--- src/rtl/traffic_sequencer_if.sv ---
// traffic_sequencer_if
//   Signal bundle between the tick divider / pedestrian button / traffic
//   sensors and the intersection phase controller.
//   master : sequencing source (drives tick, ped_req, traffic levels[, night])
//   slave  : traffic_sequencer (drives lamps, walk, ped_pending, counter,
//            cycle_start)
//   Optional: NIGHT_FLASH_EN adds the night-mode request line.
interface traffic_sequencer_if;
    logic       tick;
    logic       ped_req;
    logic [2:0] main_traffic_in;
    logic [2:0] side_traffic_in;
    logic [2:0] main_light;
    logic [2:0] side_light;
    logic       walk;
    logic       ped_pending;
    logic [5:0] counter;
    logic       cycle_start;
`ifdef NIGHT_FLASH_EN
    logic       night;

    modport master (
        output tick, ped_req, main_traffic_in, side_traffic_in, night,
        input  main_light, side_light, walk, ped_pending, counter, cycle_start
    );
    modport slave (
        input  tick, ped_req, main_traffic_in, side_traffic_in, night,
        output main_light, side_light, walk, ped_pending, counter, cycle_start
    );
`else
    modport master (
        output tick, ped_req, main_traffic_in, side_traffic_in,
        input  main_light, side_light, walk, ped_pending, counter, cycle_start
    );
    modport slave (
        input  tick, ped_req, main_traffic_in, side_traffic_in,
        output main_light, side_light, walk, ped_pending, counter, cycle_start
    );
`endif
endinterface

--- src/rtl/traffic_sequencer.sv ---
// traffic_sequencer
//   Intersection phase controller. Sequences the main/side signal heads and
//   the pedestrian walk phase, advancing only on the slow tick enable.
//   Traffic levels are sampled at each cycle start; the strictly busier road
//   gets EXTEND extra green ticks. Pedestrian requests are latched and served
//   after the second all-red of the cycle.
// Ports:
//   clk    - system clock
//   reset  - asynchronous, active-high reset
//   bus    - traffic_sequencer_if.slave: tick, ped_req, main/side traffic
//            levels in; main/side lamps (one-hot {red,yellow,green}), walk,
//            ped_pending, counter (ticks since cycle start, saturating at 63),
//            cycle_start pulse out. All outputs are registered.
// Optional: define NIGHT_FLASH_EN to add the night input and FLASH state.
module traffic_sequencer #(
    parameter int BASE_GREEN = 10,
    parameter int EXTEND     = 4,
    parameter int YELLOW_LEN = 2,
    parameter int ALLRED_LEN = 2,
    parameter int WALK_LEN   = 10
) (
    input  logic                clk,
    input  logic                reset,
    traffic_sequencer_if.slave  bus
);
    localparam logic [2:0] LAMP_RED = 3'b100;
    localparam logic [2:0] LAMP_YEL = 3'b010;
    localparam logic [2:0] LAMP_GRN = 3'b001;
`ifdef NIGHT_FLASH_EN
    localparam logic [2:0] LAMP_OFF = 3'b000;
`endif

    localparam logic [15:0] GREEN_BASE = 16'(BASE_GREEN);
    localparam logic [15:0] GREEN_EXT  = 16'(EXTEND);
    localparam logic [15:0] YEL_LEN    = 16'(YELLOW_LEN);
    localparam logic [15:0] RED_LEN    = 16'(ALLRED_LEN);
    localparam logic [15:0] PED_LEN    = 16'(WALK_LEN);

`ifdef NIGHT_FLASH_EN
    typedef enum logic [2:0] {
        MAIN_GREEN, MAIN_YELLOW, ALLRED1, SIDE_GREEN, SIDE_YELLOW, ALLRED2, PED_WALK, FLASH
    } state_t;
`else
    typedef enum logic [2:0] {
        MAIN_GREEN, MAIN_YELLOW, ALLRED1, SIDE_GREEN, SIDE_YELLOW, ALLRED2, PED_WALK
    } state_t;
`endif

    state_t      state_reg, state_next;
    logic [15:0] timer_reg, timer_next;
    logic [5:0]  counter_reg, counter_next;
    logic [2:0]  m_reg, m_next;
    logic [2:0]  s_reg, s_next;
    logic        ped_pending_reg, ped_pending_next;
    logic        cycle_start_reg, cycle_start_next;
    logic        walk_reg, walk_next;
    logic [2:0]  main_light_reg, main_light_next;
    logic [2:0]  side_light_reg, side_light_next;
`ifdef NIGHT_FLASH_EN
    logic        flash_reg, flash_next;
`endif

    logic [15:0] phase_len;
    logic        phase_done;
    logic        cycle_begin;
    logic        enter_walk;

    // Duration of the current phase; greens use the levels sampled at cycle start.
    always_comb begin
        phase_len = 16'd1;
        case (state_reg)
            MAIN_GREEN:  phase_len = GREEN_BASE + ((m_reg > s_reg) ? GREEN_EXT : 16'd0);
            MAIN_YELLOW: phase_len = YEL_LEN;
            ALLRED1:     phase_len = RED_LEN;
            SIDE_GREEN:  phase_len = GREEN_BASE + ((s_reg > m_reg) ? GREEN_EXT : 16'd0);
            SIDE_YELLOW: phase_len = YEL_LEN;
            ALLRED2:     phase_len = RED_LEN;
            PED_WALK:    phase_len = PED_LEN;
            default:     phase_len = 16'd1;
        endcase
    end

    always_comb begin
        state_next       = state_reg;
        timer_next       = timer_reg;
        counter_next     = counter_reg;
        m_next           = m_reg;
        s_next           = s_reg;
        ped_pending_next = ped_pending_reg;
        cycle_start_next = 1'b0;
        cycle_begin      = 1'b0;
        enter_walk       = 1'b0;
`ifdef NIGHT_FLASH_EN
        flash_next       = flash_reg;
`endif
        phase_done = (timer_reg == phase_len - 16'd1);

        if (bus.tick) begin
            // Counts every tick except the one that opens a new cycle (cleared below).
            counter_next = (counter_reg == 6'd63) ? counter_reg : counter_reg + 6'd1;
`ifdef NIGHT_FLASH_EN
            if (state_reg == FLASH) begin
                flash_next = ~flash_reg;
                if (!bus.night) begin
                    state_next = ALLRED2;
                    timer_next = '0;
                end
            end else
`endif
            if (phase_done) begin
                timer_next = '0;
                case (state_reg)
                    MAIN_GREEN:  state_next = MAIN_YELLOW;
                    MAIN_YELLOW: state_next = ALLRED1;
                    ALLRED1:     state_next = SIDE_GREEN;
                    SIDE_GREEN:  state_next = SIDE_YELLOW;
                    SIDE_YELLOW: state_next = ALLRED2;
                    ALLRED2: begin
                        // Decision uses the already-latched request, so a press on
                        // this very tick waits for the next cycle.
                        if (ped_pending_reg) begin
                            state_next = PED_WALK;
                            enter_walk = 1'b1;
                        end else begin
                            state_next  = MAIN_GREEN;
                            cycle_begin = 1'b1;
                        end
                    end
                    PED_WALK: begin
                        state_next  = MAIN_GREEN;
                        cycle_begin = 1'b1;
                    end
                    default: state_next = MAIN_GREEN;
                endcase
            end else begin
                timer_next = timer_reg + 16'd1;
            end

            if (cycle_begin) begin
                counter_next     = '0;
                cycle_start_next = 1'b1;
                m_next           = bus.main_traffic_in;
                s_next           = bus.side_traffic_in;
`ifdef NIGHT_FLASH_EN
                if (bus.night) begin
                    state_next = FLASH;
                    flash_next = 1'b1;
                end
`endif
            end
        end

        // Serving the request takes priority over a press on the entry tick.
        if (enter_walk) begin
            ped_pending_next = 1'b0;
        end else if (bus.ped_req && (state_reg != PED_WALK)) begin
            ped_pending_next = 1'b1;
        end
    end

    // Lamp decode from the upcoming state so lamps register alongside it.
    always_comb begin
        main_light_next = LAMP_RED;
        side_light_next = LAMP_RED;
        walk_next       = 1'b0;
        case (state_next)
            MAIN_GREEN:  main_light_next = LAMP_GRN;
            MAIN_YELLOW: main_light_next = LAMP_YEL;
            SIDE_GREEN:  side_light_next = LAMP_GRN;
            SIDE_YELLOW: side_light_next = LAMP_YEL;
            PED_WALK:    walk_next       = 1'b1;
`ifdef NIGHT_FLASH_EN
            FLASH: begin
                main_light_next = flash_next ? LAMP_YEL : LAMP_OFF;
                side_light_next = flash_next ? LAMP_RED : LAMP_OFF;
            end
`endif
            default: ;
        endcase
    end

    always_ff @(posedge clk or posedge reset) begin
        if (reset) begin
            state_reg       <= MAIN_GREEN;
            timer_reg       <= '0;
            counter_reg     <= '0;
            m_reg           <= '0;
            s_reg           <= '0;
            ped_pending_reg <= 1'b0;
            cycle_start_reg <= 1'b0;
            walk_reg        <= 1'b0;
            main_light_reg  <= LAMP_GRN;
            side_light_reg  <= LAMP_RED;
`ifdef NIGHT_FLASH_EN
            flash_reg       <= 1'b0;
`endif
        end else begin
            state_reg       <= state_next;
            timer_reg       <= timer_next;
            counter_reg     <= counter_next;
            m_reg           <= m_next;
            s_reg           <= s_next;
            ped_pending_reg <= ped_pending_next;
            cycle_start_reg <= cycle_start_next;
            walk_reg        <= walk_next;
            main_light_reg  <= main_light_next;
            side_light_reg  <= side_light_next;
`ifdef NIGHT_FLASH_EN
            flash_reg       <= flash_next;
`endif
        end
    end

    assign bus.main_light  = main_light_reg;
    assign bus.side_light  = side_light_reg;
    assign bus.walk        = walk_reg;
    assign bus.ped_pending = ped_pending_reg;
    assign bus.counter     = counter_reg;
    assign bus.cycle_start = cycle_start_reg;
endmodule

--- src/flat_wrapper.sv ---
// flat-port wrapper written by rule: the top's interface ports become plain ports
module traffic_sequencer_flat 
#(
    parameter int BASE_GREEN = 10,
    parameter int EXTEND     = 4,
    parameter int YELLOW_LEN = 2,
    parameter int ALLRED_LEN = 2,
    parameter int WALK_LEN   = 10
)
  (clk, reset, bus_tick, bus_ped_req, bus_main_traffic_in, bus_side_traffic_in, bus_main_light, bus_side_light, bus_walk, bus_ped_pending, bus_counter, bus_cycle_start);
  traffic_sequencer_if bus_i ();
  input  logic clk;
  input  logic reset;
  input wire logic [$bits(bus_i.tick)-1:0] bus_tick;
  input wire logic [$bits(bus_i.ped_req)-1:0] bus_ped_req;
  input wire logic [$bits(bus_i.main_traffic_in)-1:0] bus_main_traffic_in;
  input wire logic [$bits(bus_i.side_traffic_in)-1:0] bus_side_traffic_in;
  output wire logic [$bits(bus_i.main_light)-1:0] bus_main_light;
  output wire logic [$bits(bus_i.side_light)-1:0] bus_side_light;
  output wire logic [$bits(bus_i.walk)-1:0] bus_walk;
  output wire logic [$bits(bus_i.ped_pending)-1:0] bus_ped_pending;
  output wire logic [$bits(bus_i.counter)-1:0] bus_counter;
  output wire logic [$bits(bus_i.cycle_start)-1:0] bus_cycle_start;
  assign bus_i.tick = bus_tick;
  assign bus_i.ped_req = bus_ped_req;
  assign bus_i.main_traffic_in = bus_main_traffic_in;
  assign bus_i.side_traffic_in = bus_side_traffic_in;
  assign bus_main_light = bus_i.main_light;
  assign bus_side_light = bus_i.side_light;
  assign bus_walk = bus_i.walk;
  assign bus_ped_pending = bus_i.ped_pending;
  assign bus_counter = bus_i.counter;
  assign bus_cycle_start = bus_i.cycle_start;
  traffic_sequencer #(.BASE_GREEN(BASE_GREEN), .EXTEND(EXTEND), .YELLOW_LEN(YELLOW_LEN), .ALLRED_LEN(ALLRED_LEN), .WALK_LEN(WALK_LEN)) u_core (.clk(clk), .reset(reset), .bus(bus_i));
endmodule
--- config.mk ---
export PLATFORM = sky130hd
export DESIGN_NAME = traffic_sequencer_flat
export DESIGN_NICKNAME = d
export VERILOG_FILES = /design/src/rtl/traffic_sequencer_if.sv /design/src/rtl/traffic_sequencer.sv /design/src/flat_wrapper.sv
export SDC_FILE = /design/constraint.sdc
export NUM_CORES = 1
export LEC_CHECK = 0
export ABC_AREA = 1
export CAP_MARGIN = 0
export CORE_ASPECT_RATIO = 1.25
export CORE_MARGIN = 5
export CORE_UTILIZATION = 60
export DETAILED_ROUTE_END_ITERATION = 10
export GPL_ROUTABILITY_DRIVEN = 0
export GPL_TIMING_DRIVEN = 0
export PLACE_DENSITY = 0.81
export SLEW_MARGIN = 5
export SYNTH_ARGS = -nofsm -noshare
export SYNTH_HDL_FRONTEND = slang
export SYNTH_SLANG_ARGS = --single-unit
--- constraint.sdc ---
create_clock -name clk -period 3.7 [get_ports clk]
set_clock_uncertainty 0.2 [all_clocks]
set_input_delay 0.555 -clock clk [delete_from_list [all_inputs] [get_ports clk]]
set_output_delay 0.555 -clock clk [all_outputs]
set_load 0.02 [all_outputs]
# After elaboration in Yosys (flattened, before gate mapping)
# Cells that the tools add are included.
# word_totals
ff_bits,40
# classes
n_addsub,5
magnitude_cmp,2
n_eq_ne,14
muxes,25
reduce_logical,7
# op_table
op,count
one-hot mux 16 bit (4 select lines),1
adder 4 x 16 -> 16 bit (first input constant),2
one-hot mux 3 bit (6 select lines),1
adder 16 x 1 -> 16 bit (second input constant),1
== test 16 bit,1
two-way mux 16 bit,1
subtractor 16 x 1 -> 16 bit (second input constant),1
== test 3 bit (second input constant),5
two-way mux 3 bit,5
two-way mux 1 bit,12
two-way mux 6 bit,2
one-hot mux 3 bit (2 select lines),2
== test 3 x 2 -> 1 bit (second input constant),3
adder 6 x 1 -> 6 bit (second input constant),1
== test 3 x 1 -> 1 bit (second input constant),2
== test 6 bit (second input constant),1
greater-than comparator 3 bit,2
zero test 3 bit,2
AND reduction 2 bit,2
OR reduction 4 bit,1
!= test 3 bit (second input constant),1
!= test 2 bit (second input constant),1
one-hot mux 1 bit (2 select lines),1
nonzero test 2 bit,1
logical AND 1 bit,1

# Longest topological paths before layout
# logic_depth
ltp_word,10
ltp_mapped,16

# Worst setup path before layout
# No wires, ideal clock.
# synth_timing
path_kind,reg-to-reg
from,reg u_core.s_reg[2]
to,reg u_core.counter_reg[2] (netlist: u_core.bus.counter[2])
setup_ns,0.117
arrival_ns,1.803
t_required_ns,3.383
slack_ns,1.579
stages_incl_launch_ff,14
path_buffers,0
synth_period_minus_slack_ns,2.121
cell_sequence,dfrtp_1 -> ha_1 -> a21oi_1 -> nand2_1 -> a21oi_2 -> nand2_1 -> nand2_2 -> nand4_4 -> nor2_4 -> inv_2 -> nand2_4 -> inv_2 -> nand2_1 -> nand2_1
# synth_between
elab_chain_cells,10
word_cells_on_any_way,14
cone_classes,add/sub: 3; order compare: 2; eq/ne: 2; mux: 6; reduce/logical: 1
# synth_lines
element,line_no,rtl
start: declaration,traffic_sequencer.sv:53,"logic [2:0] s_reg, s_next;"
start signal: assignment,traffic_sequencer.sv:202,s_reg <= s_next;
"greater-than comparator 3 bit, on equally long branches","traffic_sequencer.sv:75, traffic_sequencer.sv:72",
"two-way mux 3 bit, on equally long branches","traffic_sequencer.sv:75, traffic_sequencer.sv:72",
"adder 4 x 16 -> 16 bit, on equally long branches","traffic_sequencer.sv:75, traffic_sequencer.sv:72",
one-hot mux 16 bit (4 select lines) *,traffic_sequencer.sv:71,case (state_reg)
subtractor 16 x 1 -> 16 bit *,traffic_sequencer.sv:96,phase_done = (timer_reg == phase_len - 16'd1);
== test 16 bit *,traffic_sequencer.sv:96,
two-way mux 1 bit *,traffic_sequencer.sv:110,if (phase_done) begin
two-way mux 1 bit *,traffic_sequencer.sv:98,if (bus.tick) begin
!= test 2 bit (no source line),-,
AND reduction 2 bit (no source line),-,
end signal: assignment,traffic_sequencer.sv:200,counter_reg <= counter_next;
end: declaration,traffic_sequencer.sv:51,"logic [5:0] counter_reg, counter_next;"
# Every way passes the cells marked *; elsewhere a longest branch is shown, timed or not. The select of a mux whose other input is x is not followed.
# A chain may end at the register's enable or synchronous reset.

# Worst setup path in the final report
# layout_timing
from,reg u_core.s_reg[2]
to,reg u_core.counter_reg[4] (netlist: u_core.bus.counter[4])
# The elaborated chain is that of the path after synthesis.

==> metrics.yaml <==
clocking:
  post-cts-setup-buffer-count: 0
  cts_tree: "done"
  clkLatencyLatePin_ns: 0.29
  path_clk_slew_ns: 0.08
  htree_levels: 2
  cts_made_buffers: 5
  ctsHoldBuffers: 0
  clock_sinks: 40
  root_buffer: "clkbuf_8"
  cts_resized: 0
  cts_buffer_depth: 2
timing:
  max_freq_mhz: 427
  tightest_slew_ns: 0.804
  slew_headroom_pct: 46.3
  period_needed_ns: 2.34
  rsz0062_at_grt: "false"
  fin_ws_ns: 1.36
  finalHoldWorstSlack_ns: 0.322
  final_hold_viol_count: 0
  min_period_over_period_pct: 63.4
  report.final.slew_viol_count: 0
  setup-tns-final_ns: 0
  setup_viol: 0
setup_path:
  critical_path_class: "reg2reg"
  crit_path_end_kind: "register"
  start_kind: "register"
  path_cells: "ha_1, a21oi_1, nand2_1, a21oi_2, nand2_1, nand2_2, nand4_4, nor2_4, inv_2, nand2_4, inv_2, nand2_1, nand2_1"
  crit_top_cell: "nand2_1"
  cpPeakStageDelay_ns: 0.38
  crit_path_top_delay_cell: "dfrtp_1"
  worstPathArrival_ns: 2.33
  critical_path_required_ns: 3.68
  critPathMaxFanout: 7
  crit_family: "simple AND/OR/NAND/NOR gates"
  worst-path-buf-inv: 2
floorplanning:
  dieWidth_um: 64.1
  core_area_mm2: 0.00351
  initial_core_util_pct: 62.5
  io_pins: 25
  fp.dieH_um: 77.6
  fp-row-count: 24
  die_area_mm2: 0.00497
drt:
  dr.pass1.iters: 4
  via_per_inst: 5.20
  wl_per_cell_um: 12.4
  wl_um: 4100
  vias: 1715
  drt_iter0_markers: 66
  drcViolationCount: 0
  antenna_left: 0
cells_and_area:
  antenna_cells: 0
  layout-drive-gt1-share_pct: 14.1
  utilization_pct: 73.3
  fin_cells: 330
  fin_nets: 305
  largest_register_ffs: 16
  area_growth_pct: 17.3
logic_synthesis:
  ys_top_cells_by_area: "dfrtp_1, nand2_1, nor2_1"
  synth.top_cell.area_share_pct: 43.3
  yosys_warnings: 0
  synth_area_leader_cell: "dfrtp_1"
  syn-instance-count: 260
  synth-seq-area-share_pct: 45.7
  syn-num-nets: 275
  synth_ff_type: "dfrtp_1"
  syn_area_mm2: 0.00219
  synth.distinct_cells: 34
  synth-edff-count: 0
  async_reset_ff_share_pct: 100
  ys_seq_elements: 40
  syn_avg_cell_area_um2: 8.44
pwr:
  powerDensity_mw_per_mm2: 452
  p_leak_nw: 1.22
  intPower_uw: 789
  power_frac_comb_pct: 24.5
  netSwitchingFraction_pct: 32.2
  power_frac_seq_pct: 48.1
  ir_worst_vdd_mv: 0.406
  p_switching_uw: 375
  clkPwrFrac_pct: 27.4
min_path:
  hold_class: "reg2reg"
placement:
  io_buffer_count: 23
  pre_cts_slack_ns: 1.36
  dp_cells: 322
  dpl.hpwl_um: 3110
global_routing:
  grt-ovfl-total: 0
  grt_pass1_wl_um: 7510
  grt_usage_pct: 18.7
  grt_max_degree: 41
  first_global_vias: 1792
  antenna_found_initial: 0
flow_run:
  cap_violations: 0
run_status:
  outcome: "finished, final reports clean"
[tightest hold or removal path, stage by stage, from the launching register on]
cell and delay, ns:
dfrtp_1 0.35, nor2_1 0.05, nor2_1 0.08
[cell usage in the layout (no fill, tap or decap), types with 7 or more instances in the layout]
cell type and n:
nand2_1 48, nor2_1 40, dfrtp_1 38, inv_1 26, clkdlybuf4s50_1 23, nand3_1 22, xor2_1 10, o21ai_0 7
clkbuf_8 7
[worst paths after layout]
check / depth (start not counted) / endpoint / startpoint / slack (ns)
max in group asynchronous: 2 / u_core.bus.counter[0] / reset / 2.25
max: 13 / u_core.bus.counter[4] / u_core.s_reg[2] / 1.36
min in group asynchronous: 2 / u_core.s_reg[2] / reset / 0.54
max reg2reg: 13 / u_core.bus.counter[4] / u_core.s_reg[2] / 1.36
min reg2reg: 2 / u_core.s_reg[2] / u_core.s_reg[2] / 0.32
min: 2 / u_core.s_reg[2] / u_core.s_reg[2] / 0.32
[synth_stat cells, types with 2 or more instances]
cell type,count
buf_6,2
a31oi_1,2
inv_2,5
nor3_1,6
nor4_1,3
nand3_2,2
nor2_4,3
o21ai_2,2
nand4_1,6
o21ai_0,7
ha_1,5
nor2_1,40
dfrtp_1,38
nand2_2,6
xor2_1,10
nand2_1,48
dfstp_2,2
nor2_2,2
nand3_1,22
inv_1,27
xnor2_1,5
nand2_4,2
a21oi_1,4
[final cells by class]
| class | count | area [um^2] |
|---|---|---|
| Multi-Input combinational cell | 184 | 1040 |
| Sequential cell | 40 | 1000 |
| Fill cell | 289 | 940 |
| Timing Repair Buffer | 23 | 230 |
| Inverter | 33 | 126 |
| Clock buffer | 8 | 100 |
| Tap cell | 39 | 48.8 |
| Buffer | 3 | 27.5 |
[power groups by stage]
stage          clock [mW]  combinational, mW  sequential, mW
6_report            0.319              0.285           0.560
5_1_grt             0.350              0.325           0.569
4_1_cts             0.323              0.289           0.559
3_5_place_dp            0              0.288           0.566
3_3_place_gp            0              0.279           0.565
2_1_floorplan           0              0.164           0.586
[metal layers]
layer	vias to the layer above	track usage, %	share of wire (%)
li1	896	-	-
met1	777	21.2	43
met2	29	32.7	52
met3	13	4.34	3.1
met4	0	8.76	2.6
met5	-	0	0
[stage by stage]
stage               instance area (um^2)  power (mW)
CTS                                 2570        1.17
finish                              2570        1.16
global placement                    2470       0.844
global route                        2570        1.24
detailed placement                  2470       0.854
floorplan                           2190       0.750
[kinds of logic after synthesis]
| kind of cell | share of synthesized area (%) |
|---|---|
| and+or+nand+nor | 33.5 |
| DFF | 45.7 |
| buffers and inverters | 7.01 |
| AOI/OAI and AO/OA | 4.90 |
| xor gates and xnor gates | 5.99 |
| adders and majority gates | 2.85 |
Power figures use the tool's default switching activity.
